`src/rtl/cpu_pkg.sv`:
```
// -----------------------------------------------------------------------------
// cpu_pkg
// Shared definitions for the 32-bit, 16-register pipelined processor.
//   DATA_W       operand/result width
//   REG_AW       register index width (16 registers)
//   OP_W         ALU opcode width
//   REG_PROT_LO  first register whose writes the register file discards
//   REG_PROT_HI  last register whose writes the register file discards
//   alu_op_e     ALU opcode encoding carried down the pipeline
//   is_hazardable() true for registers that can carry a RAW dependency
// -----------------------------------------------------------------------------
package cpu_pkg;

    localparam int DATA_W = 32;
    localparam int REG_AW = 4;
    localparam int OP_W   = 4;

    localparam logic [REG_AW-1:0] REG_PROT_LO = 4'd14;
    localparam logic [REG_AW-1:0] REG_PROT_HI = 4'd15;

    typedef enum logic [OP_W-1:0] {
        ALU_ADD   = 4'd0,
        ALU_SUB   = 4'd1,
        ALU_AND   = 4'd2,
        ALU_OR    = 4'd3,
        ALU_XOR   = 4'd4,
        ALU_SLL   = 4'd5,
        ALU_SRL   = 4'd6,
        ALU_SRA   = 4'd7,
        ALU_SLT   = 4'd8,
        ALU_SLTU  = 4'd9,
        ALU_LUI   = 4'd10,
        ALU_PASSB = 4'd11
    } alu_op_e;

    // Writes to the protected range never reach the register file, so a
    // producer targeting them can never create a dependency.
    function automatic logic is_hazardable(input logic [REG_AW-1:0] idx);
        return !((idx >= REG_PROT_LO) && (idx <= REG_PROT_HI));
    endfunction

endpackage

```
`src/rtl/operand_fwd_mux.sv`:
```
// -----------------------------------------------------------------------------
// operand_fwd_mux
// Selects the value of one source operand for the instruction in ID, taking
// the youngest in-flight producer of that register.
//   rs_i, use_i         source index and whether the instruction reads it
//   rf_data_i           value read from the register file
//   ex_valid_i, ex_rd_we_i, ex_is_load_i, ex_rd_i, alu_result_i
//                       instruction currently in EX and its ALU result
//   mem_valid_i, mem_rd_we_i, mem_rd_i, mem_result_i
//                       instruction currently in MEM and its writeback value
//   operand_o           selected operand value
// -----------------------------------------------------------------------------
module operand_fwd_mux
    import cpu_pkg::*;
(
    input  logic [REG_AW-1:0] rs_i,
    input  logic              use_i,
    input  logic [DATA_W-1:0] rf_data_i,
    input  logic              ex_valid_i,
    input  logic              ex_rd_we_i,
    input  logic              ex_is_load_i,
    input  logic [REG_AW-1:0] ex_rd_i,
    input  logic [DATA_W-1:0] alu_result_i,
    input  logic              mem_valid_i,
    input  logic              mem_rd_we_i,
    input  logic [REG_AW-1:0] mem_rd_i,
    input  logic [DATA_W-1:0] mem_result_i,
    output logic [DATA_W-1:0] operand_o
);

    logic fwd_enable;
    logic ex_match;
    logic mem_match;

    // A load in EX has no data yet; that case is handled by the load-use
    // bubble, so only non-load EX producers are forwarded here.
    assign fwd_enable = use_i & is_hazardable(rs_i);
    assign ex_match   = fwd_enable & ex_valid_i & ex_rd_we_i & ~ex_is_load_i
                        & (ex_rd_i == rs_i);
    assign mem_match  = fwd_enable & mem_valid_i & mem_rd_we_i
                        & (mem_rd_i == rs_i);

    // EX is younger than MEM, so it wins when both write the same register.
    always_comb begin
        operand_o = rf_data_i;
        if (ex_match) begin
            operand_o = alu_result_i;
        end else if (mem_match) begin
            operand_o = mem_result_i;
        end
    end

endmodule

```
`src/rtl/id_ex_stage.sv`:
```
// -----------------------------------------------------------------------------
// id_ex_stage
// Decode-to-execute stage: forwards operands from EX/MEM, detects load-use
// hazards and holds the ID/EX pipeline register feeding the ALU.
//   clk, reset                     clock, synchronous active-high reset
//   id_*                           instruction currently in ID
//   rf_rdata1, rf_rdata2           register file read data for id_rs1/id_rs2
//   alu_result                     EX result of the instruction held here
//   mem_valid, mem_rd_we, mem_rd, mem_result   MEM-stage writeback candidate
//   flush                          kill the ID instruction
//   ex_hold                        downstream stall, freeze ID/EX
//   stall                          freeze PC and IF/ID
//   ex_*                           ID/EX register contents
//   stall_cnt                      saturating count of load-use bubbles
// -----------------------------------------------------------------------------
module id_ex_stage
    import cpu_pkg::*;
(
    input  logic              clk,
    input  logic              reset,
    input  logic              id_valid,
    input  logic [REG_AW-1:0] id_rs1,
    input  logic [REG_AW-1:0] id_rs2,
    input  logic              id_use_rs1,
    input  logic              id_use_rs2,
    input  logic [REG_AW-1:0] id_rd,
    input  logic              id_rd_we,
    input  logic              id_is_load,
    input  logic [DATA_W-1:0] id_imm,
    input  logic [OP_W-1:0]   id_alu_op,
    input  logic [DATA_W-1:0] rf_rdata1,
    input  logic [DATA_W-1:0] rf_rdata2,
    input  logic [DATA_W-1:0] alu_result,
    input  logic              mem_valid,
    input  logic              mem_rd_we,
    input  logic [REG_AW-1:0] mem_rd,
    input  logic [DATA_W-1:0] mem_result,
    input  logic              flush,
    input  logic              ex_hold,
    output logic              stall,
    output logic              ex_valid,
    output logic              ex_rd_we,
    output logic              ex_is_load,
    output logic [REG_AW-1:0] ex_rd,
    output logic [OP_W-1:0]   ex_alu_op,
    output logic [DATA_W-1:0] ex_op_a,
    output logic [DATA_W-1:0] ex_op_b,
    output logic [DATA_W-1:0] ex_imm,
    output logic [15:0]       stall_cnt
);

    logic              ex_valid_q,   ex_valid_d;
    logic              ex_rd_we_q,   ex_rd_we_d;
    logic              ex_is_load_q, ex_is_load_d;
    logic [REG_AW-1:0] ex_rd_q,      ex_rd_d;
    logic [OP_W-1:0]   ex_alu_op_q,  ex_alu_op_d;
    logic [DATA_W-1:0] ex_op_a_q,    ex_op_a_d;
    logic [DATA_W-1:0] ex_op_b_q,    ex_op_b_d;
    logic [DATA_W-1:0] ex_imm_q,     ex_imm_d;
    logic [15:0]       stall_cnt_q,  stall_cnt_d;

    logic [DATA_W-1:0] fwd_a;
    logic [DATA_W-1:0] fwd_b;
    logic              load_use;

    operand_fwd_mux u_fwd_a (
        .rs_i         (id_rs1),
        .use_i        (id_use_rs1),
        .rf_data_i    (rf_rdata1),
        .ex_valid_i   (ex_valid_q),
        .ex_rd_we_i   (ex_rd_we_q),
        .ex_is_load_i (ex_is_load_q),
        .ex_rd_i      (ex_rd_q),
        .alu_result_i (alu_result),
        .mem_valid_i  (mem_valid),
        .mem_rd_we_i  (mem_rd_we),
        .mem_rd_i     (mem_rd),
        .mem_result_i (mem_result),
        .operand_o    (fwd_a)
    );

    operand_fwd_mux u_fwd_b (
        .rs_i         (id_rs2),
        .use_i        (id_use_rs2),
        .rf_data_i    (rf_rdata2),
        .ex_valid_i   (ex_valid_q),
        .ex_rd_we_i   (ex_rd_we_q),
        .ex_is_load_i (ex_is_load_q),
        .ex_rd_i      (ex_rd_q),
        .alu_result_i (alu_result),
        .mem_valid_i  (mem_valid),
        .mem_rd_we_i  (mem_rd_we),
        .mem_rd_i     (mem_rd),
        .mem_result_i (mem_result),
        .operand_o    (fwd_b)
    );

    // A load in EX only produces its data in MEM, so a dependent instruction
    // in ID must wait one cycle and then pick the value up from MEM.
    assign load_use = id_valid & ex_valid_q & ex_is_load_q & ex_rd_we_q
                      & is_hazardable(ex_rd_q)
                      & ((id_use_rs1 & (ex_rd_q == id_rs1))
                       | (id_use_rs2 & (ex_rd_q == id_rs2)));

    // A flushed instruction never needs its operands, and during reset the
    // held EX contents are meaningless, so neither can raise a load-use stall.
    assign stall = ex_hold | (load_use & ~flush & ~reset);

    always_comb begin
        ex_valid_d   = ex_valid_q;
        ex_rd_we_d   = ex_rd_we_q;
        ex_is_load_d = ex_is_load_q;
        ex_rd_d      = ex_rd_q;
        ex_alu_op_d  = ex_alu_op_q;
        ex_op_a_d    = ex_op_a_q;
        ex_op_b_d    = ex_op_b_q;
        ex_imm_d     = ex_imm_q;
        stall_cnt_d  = stall_cnt_q;

        // Flush beats hold: the killed instruction must not survive a freeze.
        if (flush) begin
            ex_valid_d = 1'b0;
        end else if (ex_hold) begin
            ex_valid_d = ex_valid_q;
        end else if (load_use) begin
            ex_valid_d = 1'b0;
            if (stall_cnt_q != 16'hFFFF) begin
                stall_cnt_d = stall_cnt_q + 16'd1;
            end
        end else begin
            ex_valid_d   = id_valid;
            ex_rd_we_d   = id_rd_we;
            ex_is_load_d = id_is_load;
            ex_rd_d      = id_rd;
            ex_alu_op_d  = id_alu_op;
            ex_op_a_d    = fwd_a;
            ex_op_b_d    = fwd_b;
            ex_imm_d     = id_imm;
        end
    end

    always_ff @(posedge clk) begin
        if (reset) begin
            ex_valid_q   <= 1'b0;
            ex_rd_we_q   <= 1'b0;
            ex_is_load_q <= 1'b0;
            ex_rd_q      <= '0;
            ex_alu_op_q  <= '0;
            ex_op_a_q    <= '0;
            ex_op_b_q    <= '0;
            ex_imm_q     <= '0;
            stall_cnt_q  <= '0;
        end else begin
            ex_valid_q   <= ex_valid_d;
            ex_rd_we_q   <= ex_rd_we_d;
            ex_is_load_q <= ex_is_load_d;
            ex_rd_q      <= ex_rd_d;
            ex_alu_op_q  <= ex_alu_op_d;
            ex_op_a_q    <= ex_op_a_d;
            ex_op_b_q    <= ex_op_b_d;
            ex_imm_q     <= ex_imm_d;
            stall_cnt_q  <= stall_cnt_d;
        end
    end

    assign ex_valid   = ex_valid_q;
    assign ex_rd_we   = ex_rd_we_q;
    assign ex_is_load = ex_is_load_q;
    assign ex_rd      = ex_rd_q;
    assign ex_alu_op  = ex_alu_op_q;
    assign ex_op_a    = ex_op_a_q;
    assign ex_op_b    = ex_op_b_q;
    assign ex_imm     = ex_imm_q;
    assign stall_cnt  = stall_cnt_q;

endmodule

```
`config.mk`:
```
export PLATFORM = sky130hd
export DESIGN_NAME = id_ex_stage
export DESIGN_NICKNAME = d
export VERILOG_FILES = /design/src/rtl/cpu_pkg.sv /design/src/rtl/operand_fwd_mux.sv /design/src/rtl/id_ex_stage.sv
export SDC_FILE = /design/constraint.sdc
export NUM_CORES = 1
export LEC_CHECK = 0
export CORE_ASPECT_RATIO = 1.75
export CORE_MARGIN = 5
export CORE_UTILIZATION = 55
export DETAILED_ROUTE_END_ITERATION = 10
export DONT_BUFFER_PORTS = 1
export PLACE_DENSITY = 0.76
export SETUP_SLACK_MARGIN = 0.02
export SLEW_MARGIN = 20
export SYNTH_ARGS = -nofsm -noshare
export SYNTH_HDL_FRONTEND = slang
export SYNTH_HIERARCHICAL = 1
export SYNTH_SLANG_ARGS = --single-unit
```
`constraint.sdc`:
```
create_clock -name clk -period 2.8 [get_ports clk]
set_clock_uncertainty 0.2 [all_clocks]
set_input_delay 0.28 -clock clk [delete_from_list [all_inputs] [get_ports clk]]
set_output_delay 0.28 -clock clk [all_outputs]
set_load 0.01 [all_outputs]
```
=== After elaboration in Yosys (flattened, before gate mapping) ===
Index checks and enable logic that the tools add are counted.

* Bits in registers: 123
* Latch bits: 0
* Memory bits (writable): 0
* Bits in read-only memories: 0
* Bits of input ports: 191
* Output and inout bits: 124
* Memories kept: 0

* Add/sub/neg operators: 1
* Multipliers: 0
* Div/mod/pow operators: 0
* Magnitude comparators: 6
* Eq/ne operators: 5
* Shift-type cells: 0
* Muxes and demuxes: 5
* Bitwise logic cells: 32
* Reduce and logical (&&, ||, !) cells: 9

{| class="wikitable"
|+ Operators with widths
! operator !! count
|-
| $mux W32 || 4
|-
| $and A1 B1 Y1 || 25
|-
| $add A16 B1 Y16 const B || 1
|-
| $eq A4 B4 Y1 || 4
|-
| $ne A16 B16 Y1 const B || 1
|-
| $ge A4 B4 Y1 const B || 3
|-
| $le A4 B4 Y1 const B || 3
|-
| $not A1 Y1 || 5
|-
| $reduce_and A4 Y1 || 1
|-
| $logic_and A1 B1 Y1 || 3
|-
| $logic_not A1 Y1 || 3
|-
| $reduce_and A3 Y1 || 1
|-
| $or A1 B1 Y1 || 2
|-
| $reduce_or A2 Y1 || 1
|-
| $mux W1 || 1
|}

=== Depth between registers and ports, before layout ===
Gate-level depths: netlist of the first run.

* Word-level depth: 9
* Depth in mapped cells: 9
* Mapped depth without buffers: 7

=== Hierarchy ===
Netlist of the first run, hierarchy kept.

{| class="wikitable"
|+ By module, submodules not included
! module !! instances !! cells an instance !! area an instance (µm²)
|-
| id_ex_stage || 1 || 583 || 4614.4
|-
| operand_fwd_mux || 2 || 181 || 1376.3
|}

=== Worst setup path before layout of the first run ===
OpenSTA, ideal clock, no wires.

* Kind: register to register
* Start point: reg ex_rd_q[0] (netlist: ex_rd[0])
* End point: reg stall_cnt_q[0] (netlist: stall_cnt[0])
* Setup time: 121 ps
* Arrival time: 1661 ps
* Data required time: 2479 ps
* Slack: 819 ps
* Stages on the path, launching flop included: 7
* Path buffers: 0
* Clock period less this slack: 1981 ps
* Cell sequence: dfxtp_1 xor2_1 nor3_2 and4_1 nor2_1 nor2_1 mux2_2

* Longest elaborated chain between the ends: 6

{| class="wikitable"
|+ Ends and longest elaborated chain
! element !! line !! RTL
|-
| start: declaration || id_ex_stage.sv:55 || <nowiki>logic [REG_AW-1:0] ex_rd_q, ex_rd_d;</nowiki>
|-
| start signal: assignment || id_ex_stage.sv:157 || <nowiki>ex_rd_q <= ex_rd_d;</nowiki>
|-
| $ge A4 B4 Y1 / $le A4 B4 Y1 (equally long branches) || cpu_pkg.sv:39 || <nowiki>return !((idx >= REG_PROT_LO) && (idx <= REG_PROT_HI));</nowiki>
|-
| $logic_and A1 B1 Y1 || cpu_pkg.sv:39 ||
|-
| $logic_not A1 Y1 || cpu_pkg.sv:39 ||
|-
| $and A1 B1 Y1 || id_ex_stage.sv:101 || <nowiki>& is_hazardable(ex_rd_q)</nowiki>
|-
| $and A1 B1 Y1 * || id_ex_stage.sv:102 || <nowiki>& ((id_use_rs1 & (ex_rd_q == id_rs1))</nowiki>
|-
| $reduce_and A4 Y1 (no line) * || - ||
|-
| end signal: assignment || id_ex_stage.sv:162 || <nowiki>stall_cnt_q <= stall_cnt_d;</nowiki>
|-
| end: declaration || id_ex_stage.sv:60 || <nowiki>logic [15:0] stall_cnt_q, stall_cnt_d;</nowiki>
|}

Mark *: on every way between the ends. The rest lies on a longest branch, timed or not.
A chain may end at the register's enable or synchronous reset.

=== Worst setup path in the final report of the first run ===
* Start point: reg ex_rd_we_q (netlist: ex_rd_we)
* End point: reg stall_cnt_q[9] (netlist: stall_cnt[9])

* Longest elaborated chain between the ends: 4

{| class="wikitable"
|+ Ends and longest elaborated chain
! element !! line !! RTL
|-
| start: declaration || id_ex_stage.sv:53 || <nowiki>logic ex_rd_we_q, ex_rd_we_d;</nowiki>
|-
| start signal: assignment || id_ex_stage.sv:155 || <nowiki>ex_rd_we_q <= ex_rd_we_d;</nowiki>
|-
| $and A1 B1 Y1 || id_ex_stage.sv:100 || <nowiki>assign load_use = id_valid & ex_valid_q & ex_is_load_q & ex_rd_we_q</nowiki>
|-
| $and A1 B1 Y1 || id_ex_stage.sv:101 ||
|-
| $and A1 B1 Y1 || id_ex_stage.sv:102 ||
|-
| $reduce_and A4 Y1 (no line) || - ||
|}

Every way passes these cells.

==> out/results.txt, run 1 <==
Synth top area share = 33.4%
Cell variety after synth = 50
HP Class = in2reg
Reg2Reg Depth = 7
flops & latches, synth = 123
detailed-route DRC error count = 0
commonest cells after routing, fill and taps aside = nand2_1, dlygate4sd3_1, a21oi_1, dfxtp_1, nand4_1
syn_area_per_cell = 7.80 um2
unrepaired setup endpoints after global routing = false
fraction of registers with async set/reset = 0%
commonest non-fill, non-tap cell in the layout = nand2_1
VDD IR max = 0.350 mV
Synth Area in Simple Gates = 29.0%
mux contribution to synthesized area = 0.442%
Worst Path Required = 2.96 ns
Hold Path Depth = 4
total I/O pin count = 315
worst-skew pair later-pin latency = 0.41 ns
Routed Antenna Nets = 0
fraction of layout cells with a size suffix above 1 = 15.0%
row cnt = 56
Pleak = 3.10 nW
complex-gate fraction of the synthesized area = 26.2%
Post-synth EDFFs = 0
DP HPWL = 19.4 mm
Least-Margin Pin Slew = 0.713 ns
deepest clock path buffer count = 2
fill count = 1,003
vias per std cell = 6.70
DR WL/cell = 24.6 um
GPL Wtd Cong = 0.954
synth top area cells = dfxtp_1, nand2_1, o31ai_2
largest net degree at the start of global routing = 127
Num CTS Buffers = 17
Final Slew Violations = 0
clock root buffer = clkbuf_16
height of the die = 163 um
final worst path period share = 95.3%
max frequency = 0.375 GHz
Reg area = 2470 um2
Max-slew headroom = 52.5%
first-pass GRT wire length = 45.8 mm
Core Footprint = 13,300 um2
initial antenna violation count = 0
fin nets = 1,228
pwr dens = 522 nW/um2
Vias = 8,192
CTS Sinks = 123
Worst-path clk slew = 0.07 ns
status = completed
final instance area = 9420 um2
CP Launch Type = register
Post-Synth XOR/XNOR Area = 2.26%
multi-input logic area = 4380 um2
final hold violations = 0
gr usage total = 36.2%
Max Cap Viol = 0
die area = 15,900 um2
Top FF cell, synth = dfxtp_1
H-tree lvl count = 4
Congestion Overflow GR = 0
Mapped Cells = 945
final setup fails = 0
Synth area leader = dfxtp_1
starting density of the core = 55.3%
port bufs = 0
crit-path max FO = 12
setup TNS = 0 ns
Die Wd = 97.5 um
Critical Path End Type = register
initial DRC count = 697
Post-Place Cell Area = 7310 um2
largest family of logic cells by synthesized area = simple AND/OR/NAND/NOR gates
CTS tree = yes
Synth Cell Area = 7370 um2
Syn Nets = 1,137
n_diodes = 0
Seq/Total Area, Yosys = 33.4%
P&R area growth vs syn = 27.8%
WL final = 30.1 mm
iteration count of the initial detailed-routing pass = 5
fin util = 70.7%
min Tclk post-route = 2.67 ns
number of global-route vias before repair = 8,053
Synth Area in Adders = 0.170%
Ys Warns = 6
Setup Fix Bufs, Post-CTS = 0
Worst EP arrival = 2.82 ns
crit path kind = reg2reg
[power by group]
group          internal [mW]  total, mW  switching [mW]
clock network           1.33       2.22           0.889
registers               1.82       1.92          0.0988
logic                  0.323      0.778           0.456
total                   3.47       4.92            1.44
[worst paths after layout]
| check | from | to | slack, ns |
|---|---|---|---|
| setup reg to reg | ex_rd_we$_SDFFE_PP0P_ | stall_cnt[9]$_SDFFE_PP0P_ | 0.13 |
| setup / recovery | ex_rd_we$_SDFFE_PP0P_ | stall_cnt[9]$_SDFFE_PP0P_ | 0.13 |
| hold reg to reg | ex_imm[8]$_SDFFE_PP0P_ | ex_imm[8]$_SDFFE_PP0P_ | 0.31 |
| hold / removal | alu_result[7] | ex_op_a[7]$_SDFFE_PP0P_ | 0.03 |
[metal layers]
layer	part of all wire, %	up-vias	track usage (%)	wire length (um)
met4	6.5	0	21.4	1950
met2	51	607	64.4	15500
li1	-	3638	-	-
met1	33	3785	38.2	9810
met5	0	-	0	0
met3	9.5	162	9.19	2860
[sequential cells by signal, indices dropped and copies added, names as in the netlist]
register,flops
ex_imm,32
ex_is_load,1
ex_op_a,32
ex_alu_op,4
ex_op_b,32
ex_valid,1
stall_cnt,16
ex_rd_we,1
ex_rd,4
[cells by family (layout without fill, tap and decap cells)]
logic type               count (synthesis)  count (layout)
multiplexers                             3               3
XOR/XNOR                                19              19
AO/OA/AOI/OAI                          266             266
flip-flops                             123             123
adder cells (fa/ha/maj)                  1               1
buffers and inverters                  104             208
AND/OR/NAND/NOR                        429             429
[timing repair]
| item | CTS | global route |
|---|---|---|
| endpoints found under the hold margin | 123 | 0 |
| hold buffers | 146 | 0 |
| setup endpoints to repair | 0 | 12 |
| resized for setup | 0 | 13 |
[per-stage QoR]
| stage | instances | total power [mW] | hold WS (ns) | worst slack (ns) |
|---|---|---|---|---|
| floorplan | 945 | 2.38 | 0.159 | 0.819 |
| global placement | 1045 | 2.48 | 0.158 | 0.468 |
| detailed placement | 1045 | 2.49 | 0.161 | 0.424 |
| CTS | 1223 | 4.91 | 0.00369 | 0.0347 |
| global route | 1223 | 5.07 | 0.0384 | 0.00587 |
| finish | 1223 | 4.92 | 0.0287 | 0.133 |
[worst max-delay path, stage by stage, from the launching register on]
cell,delay [ns]
dfxtp_1,0.45
nand4_1,0.18
a31oi_2,0.24
and4_2,0.33
o211ai_4,0.14
or3_1,0.33
a21oi_1,0.16
dlygate4sd3_1,0.57
[cells in the mapped netlist (3+ instances only)]
library cell and instances:
and3_1 3, nor3_1 66, clkbuf_1 36, nand4_1 71
dfxtp_1 123, xor2_1 8, buf_4 7, o31ai_2 60
nand2_1 221, or3_1 8, nand2b_1 6, a21oi_1 115
o21ai_0 9, nor2_1 9, buf_2 40, inv_1 6
a31oi_1 66, nor4_1 3, xnor2_1 11, nand3_1 10
nor2b_1 4, buf_12 6, o31ai_1 6, and4_1 3
buf_6 9
[cell type report]
cell class / count / area share [%]
Sequential cell: 123 / 26.3
Clock buffer: 17 / 4.52
Inverter: 6 / 0.239
Tap cell: 174 / 2.31
Multi-Input combinational cell: 718 / 46.5
Clock inverter: 15 / 1.75
Timing Repair Buffer: 170 / 18.4
Note: power is estimated with default switching activity, not from simulation.
==> run 2: changes to the inputs <==
Settings changed: CTS_BUF_LIST from default to sky130_fd_sc_hd__clkbuf_4 sky130_fd_sc_hd__clkbuf_8 sky130_fd_sc_hd__clkbuf_16.
==> results of run 2 <==
Final layout, timing and power as in run 1 (identical DEF).
==> run 3: changes to the inputs <==
Settings changed: CAP_MARGIN from default to 25, CTS_BUF_LIST sky130_fd_sc_hd__clkbuf_4 sky130_fd_sc_hd__clkbuf_8 sky130_fd_sc_hd__clkbuf_16 to sky130_fd_sc_hd__clkbuf_2 sky130_fd_sc_hd__clkbuf_4 sky130_fd_sc_hd__clkbuf_8, SKIP_CTS_REPAIR_TIMING from default to 1.
==> run 3 against run 2 <==
Effect of this change:
- the flow now finishes with violations (negative hold slack)
- critical endpoint is now stall
- hold slack got worse by 0.032 ns
- sequential power about the same
- global-route usage is 3.8 points lower
- cell count decreased by 0.16%
- fmax increased by 0.97%
- largest power group is now registers
- sequential cell count did not move
- core utilization shrank 1.8 points
- non-clock buffer count shrank 2
- power is 12% lower
- worst setup slack better by 0.026 ns
- count of clock-buffer cells in the layout is the same
==> out/results.txt, run 3 (same netlist as run 1, synthesis figures left out) <==
HP Class = in2reg (unchanged)
fin nets = 1,226 (was 1,228)
DP HPWL = 19.4 mm (unchanged)
first-pass GRT wire length = 40.7 mm (was 45.8 mm)
fill count = 1,031 (was 1,003)
height of the die = 163 um (unchanged)
max frequency = 0.379 GHz (was 0.375 GHz)
gr usage total = 32.4% (was 36.2%)
setup TNS = 0 ns (unchanged)
multi-input logic area = 4360 um2 (was 4380 um2)
crit-path max FO = 7 (was 12)
GPL Wtd Cong = 0.954 (unchanged)
final hold violations = 2 (was 0)
CTS tree = yes (unchanged)
P&R area growth vs syn = 24.6% (was 27.8%)
VDD IR max = 0.269 mV (was 0.350 mV)
deepest clock path buffer count = 2 (unchanged)
largest net degree at the start of global routing = 130 (was 127)
WL final = 30.1 mm (about the same)
n_diodes = 0 (unchanged)
Worst-path clk slew = 0.09 ns (was 0.07 ns)
Max-slew headroom = 52.4% (was 52.5%)
switching power = 1.38 mW (was 1.44 mW)
hold_ws = -0.00321 ns (was 0.0287 ns)
clock root buffer = clkbuf_8 (was clkbuf_16)
starting density of the core = 55.3% (unchanged)
Int Power = 2.95 mW (was 3.47 mW)
Num CTS Buffers = 17 (unchanged)
crit path kind = reg2out (was reg2reg)
vias per std cell = 6.76 (was 6.70)
status = finished, violations left (was completed)
H-tree lvl count = 4 (unchanged)
final worst path period share = 94.3% (was 95.3%)
worst-skew pair later-pin latency = 0.44 ns (was 0.41 ns)
commonest non-fill, non-tap cell in the layout = nand2_1 (unchanged)
Core Footprint = 13,300 um2 (unchanged)
final setup fails = 0 (unchanged)
die area = 15,900 um2 (unchanged)
CP Launch Type = register (unchanged)
port bufs = 0 (unchanged)
CTS Sinks = 123 (unchanged)
initial DRC count = 724 (was 697)
Worst EP arrival = 2.16 ns (was 2.82 ns)
detailed-route DRC error count = 0 (unchanged)
Die Wd = 97.5 um (unchanged)
Max Cap Viol = 0 (unchanged)
Vias = 8,250 (was 8,192)
Critical Path End Type = primary output (was register)
Clock power frac = 37.7% (was 45.1%)
Final Slew Violations = 0 (unchanged)
Gate power share = 18.0% (was 15.8%)
initial antenna violation count = 0 (unchanged)
pwr dens = 472 nW/um2 (was 522 nW/um2)
unrepaired setup endpoints after global routing = false (unchanged)
DR WL/cell = 24.7 um (was 24.6 um)
Least-Margin Pin Slew = 0.713 ns (about the same)
Reg area = 2460 um2 (was 2470 um2)
fraction of layout cells with a size suffix above 1 = 14.2% (was 15.0%)
failing checks = negative hold slack
Routed Antenna Nets = 0 (unchanged)
number of global-route vias before repair = 7,061 (was 8,053)
switching share of power = 31.8% (was 29.4%)
commonest cells after routing, fill and taps aside = nand2_1, dlygate4sd3_1, dfxtp_1 (was nand2_1, dlygate4sd3_1, a21oi_1, dfxtp_1, nand4_1)
Congestion Overflow GR = 0 (unchanged)
iteration count of the initial detailed-routing pass = 7 (was 5)
total I/O pin count = 315 (unchanged)
Worst Path Required = 2.32 ns (was 2.96 ns)
row cnt = 56 (unchanged)
Pleak = 2.99 nW (was 3.10 nW)
sequential fraction of design power = 44.3% (was 39.1%)
min Tclk post-route = 2.64 ns (was 2.67 ns)
## run 3: cell count changes in the layout (fill, tap and decap cells not counted), moves of 2 or more
cell           previous run  this run
clkbuf_16                17         0
dlygate4sd3_1           145       143
dfxtp_1                 115       121
clkbuf_8                  0        17
dfxtp_2                   8         2
## run 3: through the flow
step | setup WS (ns) | total power, mW | instances | utilization [%] | cell area [um2]
5_1_grt | 0.0539 | 4.47 | 1221 | 68.9 | 9180
2_1_floorplan | 0.819 | 2.38 | 945 | - | 7370
6_report | 0.159 | 4.33 | 1221 | 68.9 | 9180
4_1_cts | 0.0571 | 4.10 | 1077 | 57.9 | 7710
3_3_place_gp | 0.468 | 2.48 | 1045 | 54.9 | 7310
3_5_place_dp | 0.424 | 2.49 | 1045 | 54.9 | 7310
## run 3: routing by layer
metal  global-route usage (%)  vias to the layer above  part of all wire, %
li1                         -                     3638                    -
met1                     33.2                     3862                   33
met2                     58.1                      595                   52
met3                     9.62                      155                  8.9
met4                     18.6                        0                  5.9
met5                        0                        -                    0
## run 3: worst max-delay path, stage by stage, from the launching register on
cell	delay, ns
dfxtp_1	0.45
nand4_1	0.16
a31oi_1	0.29
and4_1	0.34
nor2_1	0.15
o31ai_2	0.33
## run 3: worst paths after layout
| path | startpoint | end | slack, ns | cells after the start |
|---|---|---|---|---|
| worst max-delay path | ex_rd_we$_SDFFE_PP0P_ | stall | 0.16 | 5 |
| worst min-delay path | alu_result[8] | ex_op_a[8]$_SDFFE_PP0P_ | -0.003 | 4 |
| worst max register to register | ex_rd[1]$_SDFFE_PP0P_ | ex_op_b[28]$_SDFFE_PP0P_ | 0.39 | 6 |
| worst min register to register | ex_imm[28]$_SDFFE_PP0P_ | ex_imm[28]$_SDFFE_PP0P_ | 0.31 | 2 |
## run 3: power by group through the flow
stage | Combinational, mW | Clock [mW] | Sequential [mW]
after floorplan | 0.451 | 0 | 1.93
after global placement | 0.525 | 0 | 1.96
after detailed placement | 0.534 | 0 | 1.96
after CTS | 0.535 | 1.65 | 1.92
after global routing | 0.824 | 1.72 | 1.92
final | 0.780 | 1.63 | 1.92
## run 3: layout make-up
class / instances / area share [%]
clock buffer: 17 / 2.55
tap: 174 / 2.37
clock inverter: 15 / 1.80
sequential: 123 / 26.9
inverter: 6 / 0.245
timing repair buffer: 168 / 18.7
multi-input combinational: 718 / 47.5
